==> src/rtl/shift_add_multiplier.sv <==
// shift_add_multiplier: sequential unsigned shift-and-add multiplier.
// Computes multiplier * multiplicand in N iterations (one bit per cycle).
// Optional feature macro: MULT_ADDEND_EN -- when defined, the accumulator
// is preloaded with addend so the result is multiplier*multiplicand + addend.
// The port list is identical in both builds.
//
// Handshake: start is sampled only in IDLE; operands are latched on that
// edge. busy is high while iterating (RUN). done is a one-cycle pulse (DONE)
// during which product is valid; product is then held until the next
// accepted operation completes, or until rst clears it.
module shift_add_multiplier #(
  parameter int N = 8
) (
  input  logic           clk,
  input  logic           rst,
  input  logic           start,
  input  logic [N-1:0]   multiplicand,
  input  logic [N-1:0]   multiplier,
  input  logic [N-1:0]   addend,
  output logic           busy,
  output logic           done,
  output logic [2*N-1:0] product
);

  localparam int CW = $clog2(N + 1);
  localparam logic [CW-1:0] LAST_CNT = CW'(N - 1);

  typedef enum logic [1:0] {
    IDLE = 2'd0,
    RUN  = 2'd1,
    DONE = 2'd2
  } state_t;

  state_t         state;
  state_t         state_next;

  // P = {carry, acc[N-1:0], mpl[N-1:0]}
  logic [2*N:0]   p;
  logic [N-1:0]   mb;
  logic [CW-1:0]  cnt;

  logic [N-1:0]   c0;
  logic [N:0]     sum;
  logic [2*N:0]   p_shift;
  logic           last_iter;

  // Accumulator preload value chosen at build time.
`ifdef MULT_ADDEND_EN
  assign c0 = addend;
`else
  // addend is present but has no effect on the result in this build.
  assign c0 = addend & {N{1'b0}};
`endif

  // The carry bit is zero after every shift; folding it into the add keeps
  // the full N+1-bit partial sum explicit.
  assign sum       = {p[2*N], p[2*N-1:N]} + {1'b0, mb};
  assign last_iter = (cnt == LAST_CNT);

  // One iteration: conditional add of MB into acc, then logical right shift
  // of the whole {carry, acc, mpl} register so the carry enters acc's MSB.
  always_comb begin
    p_shift = {1'b0, p[2*N:1]};
    if (p[0]) begin
      p_shift = {1'b0, sum, p[N-1:1]};
    end
  end

  // State register.
  always_ff @(posedge clk) begin
    if (rst) begin
      state <= IDLE;
    end else begin
      state <= state_next;
    end
  end

  // Next-state decode and status outputs.
  always_comb begin
    state_next = state;
    busy       = 1'b0;
    done       = 1'b0;
    case (state)
      IDLE: begin
        if (start) begin
          state_next = RUN;
        end
      end
      RUN: begin
        busy = 1'b1;
        if (last_iter) begin
          state_next = DONE;
        end
      end
      DONE: begin
        done       = 1'b1;
        state_next = IDLE;
      end
      default: begin
        state_next = IDLE;
      end
    endcase
  end

  // Datapath: operand capture, iteration and result register.
  always_ff @(posedge clk) begin
    if (rst) begin
      p       <= '0;
      mb      <= '0;
      cnt     <= '0;
      product <= '0;
    end else begin
      case (state)
        IDLE: begin
          if (start) begin
            mb  <= multiplicand;
            p   <= {1'b0, c0, multiplier};
            cnt <= '0;
          end
        end
        RUN: begin
          p   <= p_shift;
          cnt <= cnt + 1'b1;
          if (last_iter) begin
            product <= p_shift[2*N-1:0];
          end
        end
        default: begin
        end
      endcase
    end
  end

endmodule

==> config.mk <==
export PLATFORM = sky130hd
export DESIGN_NAME = shift_add_multiplier
export DESIGN_NICKNAME = d
export VERILOG_FILES = /design/src/rtl/shift_add_multiplier.sv
export SDC_FILE = /design/constraint.sdc
export NUM_CORES = 1
export LEC_CHECK = 0
export ABC_AREA = 1
export CORE_MARGIN = 2
export CORE_UTILIZATION = 35
export CTS_BUF_LIST = sky130_fd_sc_hd__clkbuf_4 sky130_fd_sc_hd__clkbuf_8 sky130_fd_sc_hd__clkbuf_16
export CTS_CLUSTER_SIZE = 12
export DETAILED_ROUTE_END_ITERATION = 6
export GPL_TIMING_DRIVEN = 1
export SKIP_LAST_GASP = 1
export SYNTH_ARGS = -nofsm -noshare
export SYNTH_HDL_FRONTEND = slang
export SYNTH_SLANG_ARGS = --single-unit
==> constraint.sdc <==
create_clock -name clk -period 1.9 [get_ports clk]
set_input_delay 0.38 -clock clk [delete_from_list [all_inputs] [get_ports clk]]
set_output_delay 0.38 -clock clk [all_outputs]
set_load 0.005 [all_outputs]
==> flow_summary.json, run 1 <==
{
  "die_area_mm2": 0.006882,
  "crit_family": "buffers and inverters",
  "gr-total-overflow": 0,
  "dr.pass1.iters": 4,
  "worst_slack_ns": 0.08916,
  "outcome": "completed",
  "gp_routability_congestion": 0.7928,
  "via_count": 1983,
  "die_width_um": 82.96,
  "worst_skew_pair_latency_ns": 0.30,
  "power_density_mw_per_mm2": 757.8,
  "number_of_ports_placed_on_the_die_boundary": 45,
  "synthCells": 301,
  "tritoncts": "yes",
  "clk_transition_reported_paths_ns": 0.09,
  "report.final.slew_viol_count": 0,
  "max_clock_freq_ghz": 0.5522,
  "maxSlewHeadroom_pct": 67.91,
  "yosysTopAreaCellShare_pct": 42.20,
  "setup_violating_endpoint_count_in_the_final_report": 0,
  "first_pass_grt_wire_length_mm": 8.838,
  "critical_path_class": "reg2out",
  "drc_errors": 0,
  "ys_ff_latch": 46,
  "rsz0062_at_grt": "no",
  "cts_buffers": 5,
  "highest_ir_drop_seen_on_vdd_mv": 0.4943,
  "grt_max_degree": 27,
  "min_period_ns": 1.811,
  "cts-htree-levels": 2,
  "grt_util_all_layers_pct": 15.29,
  "largest_driver_fanout_on_the_critical_path": 5,
  "avgRoutedWirePerCell_um": 11.85,
  "number_of_cells_in_the_design_after_placement": 408,
  "cts.sink_count": 46,
  "antenna_violations_before_repair": 0,
  "cpMaxStageDelayCell": "clkdlybuf4s50_1",
  "fin_crit_sh_pct": 95.31,
  "number_of_port_buffers": 36,
  "worstPathCellList": "inv_2 > nor2_4 > clkdlybuf4s50_1",
  "timing.max_cap.violations": 0,
  "grt_pass1_vias": 1945,
  "cts-hold-fix-buffers": 0,
  "worstPathRequired_ns": 1.52,
  "power.leakage_nw": 1.217,
  "timing.critical_path.slowest_cell_delay_ns": 0.53,
  "preCtsSetupSlack_ns": 0.1280,
  "n_antenna_cell": 0,
  "instances_no_fill": 416,
  "worstPathArrival_ns": 1.43,
  "core_mm2": 0.005991,
  "drive_above_1_share_pct": 8.211,
  "post_synth_instance_area_mm2": 0.002182,
  "worst_clock_skew_ns": 0.007465,
  "die_outline_height_um": 82.96,
  "end_kind": "output port",
  "placementRows": 28,
  "postSynthAreaPerCell_um2": 7.249,
  "final_net_count": 377,
  "yosys.area.top_type": "dfxtp_1",
  "ys_top_cells_by_area": "dfxtp_1, nand2_1, nor2_1",
  "ctsRootBufferMaster": "clkbuf_8",
  "hold_viol_final": 0,
  "max_slew.worst_pin.slew_ns": 0.4807,
  "cp-start-kind": "register",
  "timing.hold.worst.class": "reg2reg",
  "final_cell_area_mm2": 0.002745,
  "postPlaceCellArea_mm2": 0.002624,
  "synth_sequential_area_ratio_pct": 42.20,
  "viasPerCell": 4.767,
  "clockBufferDepth": 2,
  "drtIter0Drc": 86,
  "fill_cells": 625,
  "synth_net_count": 338,
  "yosysWarningCount": 0,
  "ant_nets": 0,
  "finalWirelength_mm": 4.929,
  "synth_cell_types": 30,
  "areaGrowthSynthToFinish_pct": 25.80,
  "fin_hold_ws_ns": 0.4682,
  "critPathBufInv": 2,
  "setup_tns_ns": 0,
  "initial_core_util_pct": 36.42,
  "dp_hpwl_mm": 3.594
}
-- registers in the layout (all words and copies together), names as in the netlist --
| signal | flops |
|---|---|
| p | 16 |
| cnt | 4 |
| mb | 8 |
| product | 16 |
| state | 2 |
-- Yosys cell counts --
cell,count
nor3_1,5
inv_1,32
o21ai_0,27
nand4_1,1
or2_2,2
nor2_1,47
nor2_2,1
a22o_1,1
nand2_2,1
o21ai_1,3
o22ai_1,3
dfxtp_1,46
buf_2,1
nand2_1,59
mux2i_1,1
nor2_8,1
buf_4,2
a211oi_1,1
o211ai_1,2
clkbuf_1,4
a21o_1,1
ha_1,9
inv_2,4
inv_4,1
nor4_1,1
a21oi_1,14
a211oi_2,2
nor2_4,3
nand3_1,25
fa_1,1
-- logic make-up (layout without fill, tap and decap cells) --
group           after synthesis  in the layout  synth area share, %
buf+inv                      44             84                8.084
fa+ha+maj                    10             10                6.078
simple gates                146            146                29.30
compound gates               54             54                13.88
flops                        46             46                42.20
mux                           1              1               0.4587
-- per-stage QoR --
step	util [%]	power (mW)
finish	45.82	2.080
detailed placement	43.80	1.354
floorplan	-	1.247
global placement	43.80	1.350
global route	45.82	2.180
CTS	45.70	2.098
-- repair_timing --
item | 4_1_cts | 5_1_grt
setup buffers | 0 | 0
resized for setup | 0 | 2
setup endpoints to repair | 0 | 4
-- final timing paths --
path,from,end,slack [ns],cells after the start
setup / recovery,state[0],busy,0.09,3
setup reg to reg,p[8],p[15],0.17,10
hold reg to reg,cnt[3],cnt[3],0.47,2
hold / removal,cnt[3],cnt[3],0.47,2
-- final cells by class --
cell class / count / area, um2 / share of cell area, %
Clock buffer: 6 / 76.32 / 2.780
Clock inverter: 2 / 37.54 / 1.367
Inverter: 37 / 141.4 / 5.150
Multi-Input combinational cell: 211 / 1092 / 39.79
Sequential cell: 46 / 920.9 / 33.55
Tap cell: 75 / 93.84 / 3.418
Timing Repair Buffer: 39 / 382.9 / 13.95
-- power by group --
group | internal [mW] | switching, mW | total [mW] | leakage (nW)
logic | 0.117 | 0.165 | 0.282 | 0.787
clock network | 0.407 | 0.342 | 0.750 | 0.0548
registers | 1.01 | 0.0394 | 1.05 | 0.375
total | 1.53 | 0.547 | 2.08 | 1.22
-- routing by layer --
| layer | global-route usage, % | wire length, um | up-vias |
|---|---|---|---|
| met1 | 20.73 | 2574 | 900 |
| met3 | 3.280 | 133 | 4 |
| met5 | 0 | 0 | - |
| met2 | 24.71 | 2178 | 26 |
| li1 | - | - | 1053 |
| met4 | 4.024 | 43 | 0 |
-- cells in the final DEF, fill, tap and decap left out, types with 2 or more instances in the layout --
| master | count |
|---|---|
| a211oi_2 | 2 |
| a21oi_1 | 14 |
| buf_4 | 3 |
| clkbuf_8 | 5 |
| clkdlybuf4s50_1 | 36 |
| dfxtp_1 | 46 |
| ha_1 | 9 |
| inv_1 | 32 |
| inv_2 | 4 |
| nand2_1 | 59 |
| nand3_1 | 24 |
| nor2_1 | 47 |
| nor2_4 | 3 |
| nor3_1 | 5 |
| o211ai_1 | 2 |
| o21ai_0 | 27 |
| o21ai_1 | 3 |
| o22ai_1 | 3 |
| or2_2 | 2 |
-- worst register-to-register path, stage by stage (launching register included) --
cell and delay (ns):
dfxtp_1 0.33, ha_1 0.24, fa_2 0.36, nand2_1 0.10, nand3_1 0.13, nand3_2 0.10, nand2_1 0.05, nand2_1 0.08
nand2_1 0.05, nand2_1 0.09, o21ai_0 0.08
Note: power is estimated with default switching activity, not from simulation.
==> inputs of run 2 (changes only) <==
--- a/config.mk
+++ b/config.mk
@@ -6,12 +6,14 @@
 export NUM_CORES = 1
 export LEC_CHECK = 0
 export ABC_AREA = 1
+export CORE_ASPECT_RATIO = 1.4
 export CORE_MARGIN = 2
 export CORE_UTILIZATION = 35
 export CTS_BUF_LIST = sky130_fd_sc_hd__clkbuf_4 sky130_fd_sc_hd__clkbuf_8 sky130_fd_sc_hd__clkbuf_16
 export CTS_CLUSTER_SIZE = 12
 export DETAILED_ROUTE_END_ITERATION = 6
 export GPL_TIMING_DRIVEN = 1
+export HOLD_SLACK_MARGIN = 0.05
 export SKIP_LAST_GASP = 1
 export SYNTH_ARGS = -nofsm -noshare
 export SYNTH_HDL_FRONTEND = slang
==> flow_summary.json, run 2 (same netlist as run 1, synthesis figures left out) <==
{
  "number_of_ports_placed_on_the_die_boundary": 45,
  "fill_cells": 681,
  "maxSlewHeadroom_pct": 68.44,
  "ctsRootBufferMaster": "clkbuf_8",
  "worst_clock_skew_ns": 0.009856,
  "worstSetupStartpoint": "state[0]",
  "r2r-end": "p[13]",
  "cts_buffers": 5,
  "avgRoutedWirePerCell_um": 12.02,
  "drive_above_1_share_pct": 8.187,
  "gr-total-overflow": 0,
  "number_of_cells_in_the_design_after_placement": 406,
  "worst_skew_pair_latency_ns": 0.31,
  "antenna_violations_before_repair": 0,
  "critical_path_class": "reg2out",
  "ant_nets": 0,
  "max_clock_freq_ghz": 0.5529,
  "largest_driver_fanout_on_the_critical_path": 5,
  "worstPathRequired_ns": 1.52,
  "clockBufferDepth": 2,
  "cts-hold-fix-buffers": 0,
  "via_count": 1990,
  "cts.sink_count": 46,
  "grt_max_degree": 27,
  "crit_end": "busy",
  "die_width_um": 70.73,
  "gp_routability_congestion": 0.7893,
  "fin_hold_ws_ns": 0.4681,
  "grt_pass1_vias": 1967,
  "initial_core_util_pct": 35.62,
  "setup_tns_ns": 0,
  "tritoncts": "yes",
  "worstPathArrival_ns": 1.43,
  "fin_crit_sh_pct": 95.19,
  "viasPerCell": 4.807,
  "power.leakage_nw": 1.211,
  "instances_no_fill": 414,
  "min_period_ns": 1.809,
  "final_net_count": 378,
  "timing.max_cap.violations": 0,
  "total_power_mw": 1.967,
  "commonest_non_fill_non_tap_cell_in_the_layout": "nand2_1",
  "outcome": "completed",
  "n_antenna_cell": 0,
  "rsz0062_at_grt": "no",
  "final_cell_mix": "nand2_1, nor2_1, dfxtp_1",
  "dr.pass1.iters": 4,
  "end_kind": "output port",
  "hold_viol_final": 0,
  "worstRegToRegCells": 11,
  "cp-start-kind": "register",
  "critical_path.reg2reg.startpoint": "p[8]",
  "drc_errors": 0,
  "first_pass_grt_wire_length_mm": 8.707,
  "dp_hpwl_mm": 3.758,
  "clk_transition_reported_paths_ns": 0.10,
  "die_area_mm2": 0.006891,
  "highest_ir_drop_seen_on_vdd_mv": 0.5476,
  "placementRows": 34,
  "cts-htree-levels": 2,
  "finalWirelength_mm": 4.978,
  "timing.hold.worst.class": "reg2reg",
  "areaGrowthSynthToFinish_pct": 24.83,
  "largest_registers": "p x16, product x16, mb x8",
  "report.final.slew_viol_count": 0,
  "number_of_port_buffers": 36,
  "core_mm2": 0.006126,
  "drtIter0Drc": 71,
  "die_outline_height_um": 97.43,
  "preCtsSetupSlack_ns": 0.1593,
  "worst-r2r-setup-slack_ns": 0.21,
  "setup_violating_endpoint_count_in_the_final_report": 0,
  "max_slew.worst_pin.slew_ns": 0.4727,
  "hold_path_startpoint": "product[3]",
  "worst_slack_ns": 0.09138,
  "power_density_mw_per_mm2": 722.3,
  "grt_util_all_layers_pct": 15.83
}
==> run 2: timing repair <==
action | 4_1_cts | 5_1_grt
resized for setup | 0 | 1
buffers inserted | 0 | 0
setup endpoints to repair | 0 | 1
==> run 2: layer usage <==
| metal | share of wire, % | track usage, % | vias to the layer above |
|---|---|---|---|
| met4 | 1.4 | 6.386 | 0 |
| met2 | 53 | 28.68 | 45 |
| met3 | 4.4 | 2.905 | 4 |
| li1 | - | - | 1052 |
| met5 | 0 | 0 | - |
| met1 | 41 | 17.83 | 889 |
==> run 2: cell type report <==
type	instances	area (um2)	area share (%)
inverter	37	141.4	5.191
sequential	46	920.9	33.81
tap	72	90.09	3.307
clock buffer	5	68.82	2.526
timing repair buffer	40	390.4	14.33
multi-input combinational	211	1087	39.92
clock inverter	3	25.02	0.9187
==> run 2: critical path, stage by stage (launching register included) <==
cell,delay (ns)
dfxtp_1,0.38
inv_2,0.06
nor2_4,0.15
clkdlybuf4s50_1,0.53
==> run 2: report_power, final <==
| part | leakage, nW | internal, mW | switching [mW] |
|---|---|---|---|
| logic | 0.792 | 0.118 | 0.167 |
| registers | 0.375 | 1.01 | 0.0392 |
| clock network | 0.0447 | 0.266 | 0.368 |
==> run 2: through the flow <==
| stage | instance area (um2) | util [%] |
|---|---|---|
| floorplan | 2182 | - |
| global route | 2724 | 44.46 |
| CTS | 2721 | 44.42 |
| finish | 2724 | 44.46 |
| detailed placement | 2628 | 42.89 |
| global placement | 2628 | 42.89 |
==> run 2: how the worst min path moves through the flow <==
stage	to	slack (ns)	depth (start not counted)
after floorplan	p[12]	0.44	2
after detailed placement	product[2]	0.46	2
after global placement	cnt[3]	0.45	2
after CTS	product[2]	0.47	2
final	product[3]	0.47	2
after global routing	product[1]	0.49	2
